===== config.mk =====
export PLATFORM = sky130hd
export DESIGN_NAME = uart_rx_buffer_flat
export DESIGN_NICKNAME = d
export VERILOG_FILES = /design/src/rtl/uart_pkg.sv /design/src/rtl/uart_rx_buffer_if.sv /design/src/rtl/byte_fifo_core.sv /design/src/rtl/uart_rx_buffer.sv /design/src/flat_wrapper.sv
export SDC_FILE = /design/constraint.sdc
export NUM_CORES = 1
export LEC_CHECK = 0
export ABC_CLOCK_PERIOD_IN_PS = 3100
export BUFFER_PORTS_ARGS = -buffer_cell sky130_fd_sc_hd__buf_2
export CAP_MARGIN = 5
export CORE_MARGIN = 1.5
export CORE_UTILIZATION = 60
export CTS_BUF_LIST = sky130_fd_sc_hd__clkbuf_2
export CTS_CLUSTER_SIZE = 28
export DETAILED_ROUTE_END_ITERATION = 8
export PLACE_DENSITY = 0.84
export SYNTH_ARGS = -nofsm -noshare
export SYNTH_HDL_FRONTEND = slang
export SYNTH_SLANG_ARGS = --single-unit

===== constraint.sdc =====
create_clock -name sysclk -period 3.1 [get_ports sysclk]
set_clock_uncertainty 0.2 [all_clocks]
set_input_delay 0.31 -clock sysclk [delete_from_list [all_inputs] [get_ports sysclk]]
set_output_delay 0.31 -clock sysclk [all_outputs]
set_load 0.01 [all_outputs]

===== src/rtl/uart_pkg.sv =====
// Shared UART peripheral constants: data width, default RX buffer depth and
// the register offsets decoded by the peripheral bus.
package uart_pkg;

  localparam int unsigned UART_DATA_W      = 8;
  localparam int unsigned UART_RXBUF_DEPTH = 8;

  // Byte offsets within the UART register window.
  localparam logic [7:0] UART_REG_DATA   = 8'h00;
  localparam logic [7:0] UART_REG_STATUS = 8'h04;
  localparam logic [7:0] UART_REG_CTRL   = 8'h08;

  typedef logic [UART_DATA_W-1:0] uart_byte_t;

endpackage


===== src/rtl/uart_rx_buffer_if.sv =====
// CPU-side bus of the UART receive buffer. The CPU is the master; the buffer
// is the slave.
interface uart_rx_buffer_if #(
  parameter int unsigned AW = 3
);
  import uart_pkg::*;

  logic       rd_en;
  uart_byte_t rd_data;
  logic       rx_valid;
  logic [AW:0] rx_count;
  logic       full;
  logic       overrun;
  logic       ovr_clr;
  logic       irq;

  modport master (
    output rd_en, ovr_clr,
    input  rd_data, rx_valid, rx_count, full, overrun, irq
  );

  modport slave (
    input  rd_en, ovr_clr,
    output rd_data, rx_valid, rx_count, full, overrun, irq
  );

endinterface


===== src/rtl/byte_fifo_core.sv =====
// First-word-fall-through byte FIFO: storage, wrapping pointers, occupancy
// counter and full/valid flags. A push while full is accepted only when a
// pop frees an entry in the same cycle; a pop while empty is ignored.
module byte_fifo_core
  import uart_pkg::*;
#(
  parameter int unsigned DEPTH = 8,
  parameter int unsigned AW    = 3
) (
  input  logic        sysclk,
  input  logic        reset,
  input  logic        push,
  input  uart_byte_t  wdata,
  input  logic        pop,
  output uart_byte_t  rdata,
  output logic [AW:0] count,
  output logic [AW:0] count_next,
  output logic        full,
  output logic        valid,
  output logic        push_done,
  output logic        pop_done
);

  localparam logic [AW:0] CountFull = (AW+1)'(DEPTH);

  uart_byte_t          mem [DEPTH];
  logic [AW-1:0]       wr_ptr_q, rd_ptr_q;
  logic [AW:0]         count_q, count_d;

  assign count = count_q;
  assign count_next = count_d;
  assign full = (count_q == CountFull);
  assign valid = (count_q != '0);
  assign rdata = valid ? mem[rd_ptr_q] : '0;

  // Qualify push/pop against occupancy and compute the next count.
  always_comb begin
    pop_done  = pop & valid;
    push_done = push & (~full | pop_done);
    count_d   = count_q;
    case ({push_done, pop_done})
      2'b10:   count_d = count_q + 1'b1;
      2'b01:   count_d = count_q - 1'b1;
      default: count_d = count_q;
    endcase
  end

  // Pointer and counter state; pointers wrap naturally at DEPTH.
  always_ff @(posedge sysclk or posedge reset) begin
    if (reset) begin
      wr_ptr_q <= '0;
      rd_ptr_q <= '0;
      count_q  <= '0;
    end else begin
      if (push_done) wr_ptr_q <= wr_ptr_q + 1'b1;
      if (pop_done)  rd_ptr_q <= rd_ptr_q + 1'b1;
      count_q <= count_d;
    end
  end

  // Storage is deliberately not reset.
  always_ff @(posedge sysclk) begin
    if (push_done) mem[wr_ptr_q] <= wdata;
  end

endmodule


===== src/rtl/uart_rx_buffer.sv =====
// UART receive buffer: turns each rising edge of the receiver's completion
// level into one FIFO push, and presents the bytes to the CPU with sticky
// overrun and a registered interrupt level.
module uart_rx_buffer
  import uart_pkg::*;
#(
  parameter int unsigned DEPTH     = UART_RXBUF_DEPTH,
  parameter int unsigned AW        = 3,
  parameter int unsigned IRQ_LEVEL = 1
) (
  input  logic       sysclk,
  input  logic       reset,
  input  logic       rx_status,
  input  uart_byte_t rx_data,
  uart_rx_buffer_if.slave bus
);

  localparam logic [AW:0] IrqThresh = (AW+1)'(IRQ_LEVEL);

  logic        status_q;
  logic        push;
  logic        push_done, pop_done;
  logic [AW:0] count_next;
  logic        overrun_q, overrun_d;
  logic        irq_q, irq_d;

  // status_q resets high so a level already asserted at release never pushes.
  assign push = rx_status & ~status_q;

  byte_fifo_core #(
    .DEPTH (DEPTH),
    .AW    (AW)
  ) u_core (
    .sysclk     (sysclk),
    .reset      (reset),
    .push       (push),
    .wdata      (rx_data),
    .pop        (bus.rd_en),
    .rdata      (bus.rd_data),
    .count      (bus.rx_count),
    .count_next (count_next),
    .full       (bus.full),
    .valid      (bus.rx_valid),
    .push_done  (push_done),
    .pop_done   (pop_done)
  );

  // Sticky overrun (set beats clear) and interrupt level from next-state values.
  always_comb begin
    overrun_d = overrun_q;
    if (bus.ovr_clr) overrun_d = 1'b0;
    if (push & ~push_done) overrun_d = 1'b1;
    irq_d = (count_next >= IrqThresh) | overrun_d;
  end

  // Edge-detect, overrun and irq registers.
  always_ff @(posedge sysclk or posedge reset) begin
    if (reset) begin
      status_q  <= 1'b1;
      overrun_q <= 1'b0;
      irq_q     <= 1'b0;
    end else begin
      status_q  <= rx_status;
      overrun_q <= overrun_d;
      irq_q     <= irq_d;
    end
  end

  assign bus.overrun = overrun_q;
  assign bus.irq     = irq_q;

  logic unused_pop;
  assign unused_pop = pop_done;

endmodule


===== src/flat_wrapper.sv =====
// flat-port wrapper written by rule: the top's interface ports become plain ports
module uart_rx_buffer_flat import uart_pkg::*;
#(
  parameter int unsigned DEPTH     = UART_RXBUF_DEPTH,
  parameter int unsigned AW        = 3,
  parameter int unsigned IRQ_LEVEL = 1
)
  (sysclk, reset, rx_status, rx_data, bus_rd_en, bus_ovr_clr, bus_rd_data, bus_rx_valid, bus_rx_count, bus_full, bus_overrun, bus_irq);
  uart_rx_buffer_if #(.AW(AW)) bus_i ();
  input  logic sysclk;
  input  logic reset;
  input  logic rx_status;
  input  uart_byte_t rx_data;
  input wire logic [$bits(bus_i.rd_en)-1:0] bus_rd_en;
  input wire logic [$bits(bus_i.ovr_clr)-1:0] bus_ovr_clr;
  output wire logic [$bits(bus_i.rd_data)-1:0] bus_rd_data;
  output wire logic [$bits(bus_i.rx_valid)-1:0] bus_rx_valid;
  output wire logic [$bits(bus_i.rx_count)-1:0] bus_rx_count;
  output wire logic [$bits(bus_i.full)-1:0] bus_full;
  output wire logic [$bits(bus_i.overrun)-1:0] bus_overrun;
  output wire logic [$bits(bus_i.irq)-1:0] bus_irq;
  assign bus_i.rd_en = bus_rd_en;
  assign bus_i.ovr_clr = bus_ovr_clr;
  assign bus_rd_data = bus_i.rd_data;
  assign bus_rx_valid = bus_i.rx_valid;
  assign bus_rx_count = bus_i.rx_count;
  assign bus_full = bus_i.full;
  assign bus_overrun = bus_i.overrun;
  assign bus_irq = bus_i.irq;
  uart_rx_buffer #(.DEPTH(DEPTH), .AW(AW), .IRQ_LEVEL(IRQ_LEVEL)) u_core (.sysclk(sysclk), .reset(reset), .rx_status(rx_status), .rx_data(rx_data), .bus(bus_i));
endmodule

==> results of run 1 <==
[where the power goes]
group | internal (W) | switching, W | leakage [nW]
sequential | 0.00126 | 0.000145 | 0.730
combinational | 0.000637 | 0.000635 | 0.647
clock | 0.0000915 | 0.000305 | 0.0463
total | 0.00199 | 0.00109 | 1.42
[synth_stat cells (2+ instances only)]
library cell	count	area (um^2)
a21oi_1	2	10.01
a22oi_1	2	15.01
and2_1	2	12.51
buf_2	4	20.02
buf_6	3	33.78
clkbuf_1	2	7.510
dfrtp_1	12	300.3
edfxtp_1	64	1922
ha_1	4	50.05
inv_1	4	15.01
mux2i_1	8	80.08
mux4_2	16	360.4
nand2_1	15	56.30
nand2b_1	6	37.54
nand3_1	5	25.02
nor2_1	23	86.33
nor2b_1	2	12.51
nor3_1	4	20.02
o21ai_0	3	15.01
xnor2_1	7	61.31
[cells by family (layout without fill, tap and decap cells)]
logic type | Yosys count | count (layout)
buf+inv | 16 | 77
xor+xnor | 8 | 8
compound gates | 17 | 17
flops | 77 | 77
mux | 25 | 25
fa+ha+maj | 5 | 5
simple gates | 61 | 61
[through the flow]
stage	util, %	total power, W	instance area (um^2)	setup WS (ps)
after detailed placement	66.67	0.002701	3649	341.3
after global placement	66.67	0.002671	3649	405.3
final	70.26	0.003075	3845	328.5
after CTS	70.26	0.003101	3845	313.6
after floorplan	-	0.002325	3363	204.3
after global routing	70.26	0.003284	3845	119.4
[metal layers]
layer	vias up	track usage, %	share of wire, %
met1	937	29.34	43
li1	904	-	-
met3	5	6.588	7.6
met5	-	0	0
met2	73	35.48	49
met4	0	5.091	0.75
[repair_timing]
item | 4_1_cts | 5_1_grt
hold buffers | 12 | 0
resized for setup | 0 | 0
endpoints found under the hold margin | 81 | 0
[sequential cells by signal (all words and copies together), names as in the netlist]
register                flops
u_core.bus.overrun          1
u_core.u_core.rd_ptr_q      3
u_core.u_core.count         4
u_core.u_core.mem          64
u_core.status_q             1
u_core.bus.irq              1
u_core.u_core.wr_ptr_q      3
[cell type report]
cell class / count / area (um^2) / share of cell area [%]
Sequential cell: 77 / 2248 / 58.48
Multi-Input combinational cell: 116 / 1023 / 26.62
Inverter: 5 / 18.77 / 0.4881
Timing Repair Buffer: 57 / 387.9 / 10.09
Clock inverter: 6 / 31.28 / 0.8135
Tap cell: 72 / 90.09 / 2.343
Clock buffer: 9 / 45.04 / 1.171
[path summary, 6_finish.rpt]
kind                                            from                   endpoint  slack (ps)
setup / recovery              u_core.u_core.count[3]             u_core.bus.irq         330
hold / removal                                 reset  u_core.u_core.wr_ptr_q[1]         170
setup reg to reg              u_core.u_core.count[3]             u_core.bus.irq         330
hold reg to reg            u_core.u_core.wr_ptr_q[0]  u_core.u_core.wr_ptr_q[0]         330
max in group asynchronous                      reset            u_core.status_q        2170
min in group sysclk                        rx_status            u_core.status_q         270
[worst max-delay path, stage by stage (launching register included)]
cell and delay [ps]:
dfrtp_1 430, nor4_2 340, inv_2 70, and2_1 240, nand2_1 120, inv_1 60, ha_1 280, a211oi_2 80
or4_4 490, nand3_1 110, o211ai_2 90, nand4b_1 170
==> results.cfg, run 1 <==
[synthesis]
synth_top_family_by_area = multiplexers
yosys_register_bits = 77
ys.flop_type = edfxtp_1
syn_nets = 227
ys_seq_area_share_pct = 66.85
synth_area_per_cell_um2 = 16.09
synth_xor_area_share_pct = 2.083
async_reset_ff_share_pct = 16.88
syn-cell-area_mm2 = 0.003363
yosys_warnings = 0
synthSimpleGateAreaFrac_pct = 8.705
synthAdderAreaFrac_pct = 2.083
syn_inst = 209
synth-compound-area-share_pct = 4.129
synth-edff-count = 64
muxShareOfSynthArea_pct = 13.43
synth_cell_types = 41

[timing]
min_period_over_period_pct = 89.40
tightest_slew_ps = 769.2
clock.fmax_ghz = 0.3608
drv_slew = 0
hold_ws_ps = 174.4
min_period_ps = 2771
setup_viol = 0
tns_ps = 0
relSlewSlack_pct = 48.61
grt_setup_unrepaired = false
finalHoldViolCount = 0

[placement]
dp_hpwl_um = 3923
placedCellCount = 315
gp_congestion = 0.8347
port_buffers = 28

[critical_path]
cp.required_ps = 3270
cp-end-kind = flop
worstPathMaxFanout = 6
start_kind = flop
arrival_ps = 2940
r2r.worst_path.cells = 11
critPathKind = reg -> reg

[grt]
grt_pass1_wl_um = 9563
antenna_found_initial = 0
grtUsageTotal_pct = 21.87
grt_max_degree = 19
overflow = 0
grt_pass1_vias = 1964

[floorplan]
die_h_um = 77.87
core_area_mm2 = 0.005473
dieArea_mm2 = 0.006064
rows = 27
initial_core_util_pct = 61.45
top_level_ports = 29
die_w_um = 77.87

[status]
status = complete, no violations

[finish]
final_cell_mix = 64 x edfxtp_1, 28 x buf_2, 23 x nor2_1
n_antenna_cell = 0
fin_nets = 284
fillers = 384
fin_cells = 342
layout_commonest_cell = edfxtp_1
area_delta_synth_final_pct = 14.32
drive_gt1_share_pct = 30.37

[clocking]
cts_setup_buffers = 0
cts_buffers = 9
cts.path.max_buffers = 2
cts.sink_count = 77
tritoncts = yes
clock_latency_ps = 470
htreeDepth = 3
cts.clk_slew.worst_paths_ps = 180
cts_root_buf = clkbuf_2

[route]
vias_per_cell = 5.611
drc = 0
avgRoutedWirePerCell_um = 17.46
vias = 1919
drt_iter0_markers = 125
antenna_left = 0
drtPass1Iterations = 4
totalWireLength_um = 5971

[pwr]
p_leak_nw = 1.423
p_per_area_mw_per_mm2 = 799.8
vdd_drop_max_mv = 0.5721

[flow_run]
drv_cap = 0

[hold_path]
hold_class = in -> async
Note: power is estimated with default switching activity, not from simulation.
==> run 2: changes to the inputs <==
- ABC_CLOCK_PERIOD_IN_PS: 3100 -> 3500
- clock period: 3.1 -> 3.5 ns (I/O delays scaled with it)
==> results.cfg, run 2 (synthesized netlist as in run 1, its figures left out) <==
[clocking]
clock_latency_ps = 530
cts.path.max_buffers = 2
cts_root_buf = clkbuf_2
cts.clk_slew.worst_paths_ps = 220
cts_buffers = 9
cts.sink_count = 77
htreeDepth = 3
tritoncts = yes

[timing]
tns_ps = 0
grt_setup_unrepaired = false
finalHoldViolCount = 0
drv_slew = 0
worst_slack_ps = 506.0
tightest_slew_ps = 814.6
setup_viol = 0
min_period_over_period_pct = 85.54
clock.fmax_ghz = 0.3340
relSlewSlack_pct = 45.70
min_period_ps = 2994

[critical_path]
worstPathMaxFanout = 10
cp-end-kind = flop
cp.required_ps = 3740
r2r.worst_path.cells = 11
r2r_slack_ps = 510
start_kind = flop
critPathKind = reg -> reg
arrival_ps = 3230
r2r_start = u_core.u_core.count[2]
worst_r2r_endpoint = u_core.bus.irq

[placement]
dp_hpwl_um = 4094
gp_congestion = 0.8745
dp_slack_ps = 535.7
port_buffers = 28
placed_area_mm2 = 0.003596

[route]
vias = 1995
vias_per_cell = 5.938
drt_iter0_markers = 303
totalWireLength_um = 6228
antenna_left = 0
avgRoutedWirePerCell_um = 18.54
drc = 0
drtPass1Iterations = 4

[grt]
grtUsageMet3_pct = 3.765
grt_pass1_vias = 1924
gr-usage-met1_pct = 30.75
grt_max_degree = 19
overflow = 0
grtUsageTotal_pct = 22.90
gr-usage-met2_pct = 36.00
grt_pass1_wl_um = 9853
antenna_found_initial = 0
grt.busiest_layer = met2

[floorplan]
dieArea_mm2 = 0.006064
rows = 27
initial_core_util_pct = 61.45
top_level_ports = 29
die_w_um = 77.87
core_area_mm2 = 0.005473
die_h_um = 77.87

[finish]
fin_area_mm2 = 0.003812
layout_commonest_cell = edfxtp_1
final_core_util_pct = 69.66
largest_reg_flops = 64
drive_gt1_share_pct = 29.92
n_antenna_cell = 0
fin_nets = 277
fillers = 380
final_cell_mix = 64 x edfxtp_1, 28 x buf_2, 23 x nor2_1
top_register = u_core.u_core.mem
area_delta_synth_final_pct = 13.36

[flow_run]
drv_cap = 0

[pwr]
p_leak_nw = 1.401
p_per_area_mw_per_mm2 = 726.4
vdd_drop_max_mv = 0.3560

[hold_path]
hold_class = in -> async

[status]
status = complete, no violations
run 2: changes by cell type in the layout (fill, tap and decap cells not counted), sizes merged:
cell	before	now
clkbuf	9	10
buf	45	38
inv	5	7
clkinv	4	2
run 2: how the worst max path moves through the flow:
stage | from | to | slack, ps | cells past startpoint
after floorplan | u_core.u_core.count[2] | u_core.bus.irq | 600 | 13
after global placement | u_core.u_core.count[2] | u_core.bus.irq | 630 | 11
after detailed placement | u_core.u_core.count[2] | u_core.bus.irq | 540 | 11
after CTS | u_core.u_core.count[2] | u_core.bus.irq | 500 | 11
after global routing | u_core.u_core.count[2] | u_core.bus.irq | 350 | 11
final | u_core.u_core.count[2] | u_core.bus.irq | 510 | 11
run 2: layout make-up:
type / count / area (um^2) / share of cell area [%]
clock buffer: 10 / 50.05 / 1.313
clock inverter: 6 / 46.29 / 1.214
inverter: 5 / 18.77 / 0.4923
multi-input combinational: 116 / 1023 / 26.85
sequential: 77 / 2248 / 58.98
tap: 72 / 90.09 / 2.363
timing repair buffer: 50 / 335.3 / 8.796
run 2: stage by stage:
step / instances / hold slack, ps / total power [W]
final: 336 / 156.6 / 0.002769
after global routing: 336 / 167.0 / 0.002931
after CTS: 336 / 131.6 / 0.002787
after detailed placement: 308 / 210.0 / 0.002360
after global placement: 308 / 191.5 / 0.002321
after floorplan: 209 / 26.24 / 0.002060
run 2: layer usage:
layer	part of all wire (%)	vias up
met1	43	1003
met2	48	83
met3	6.4	15
met5	0	-
li1	-	894
met4	2.6	0
run 2: report_power, final:
| group | total [W] | internal, W | switching [W] | leakage [nW] |
|---|---|---|---|---|
| registers | 0.00130 | 0.00112 | 0.000178 | 0.730 |
| clock network | 0.000423 | 0.000101 | 0.000322 | 0.0589 |
| logic | 0.00105 | 0.000531 | 0.000520 | 0.612 |
| total | 0.00277 | 0.00175 | 0.00102 | 1.40 |
run 2: timing repair:
item,CTS,global route
gates resized for setup,0,0
hold buffers,12,0
hold endpoints to repair,81,0
endpoints found under the setup margin,0,0
buffers inserted,0,0
run 2: worst max-delay path, stage by stage, from the launching register on:
cell	delay [ps]
dfrtp_1	550
nor4_2	390
inv_2	80
and2_1	250
nand2_1	120
inv_1	80
ha_1	290
a211oi_2	80
or4_4	490
nand3_1	110
o211ai_2	90
nand4b_1	180
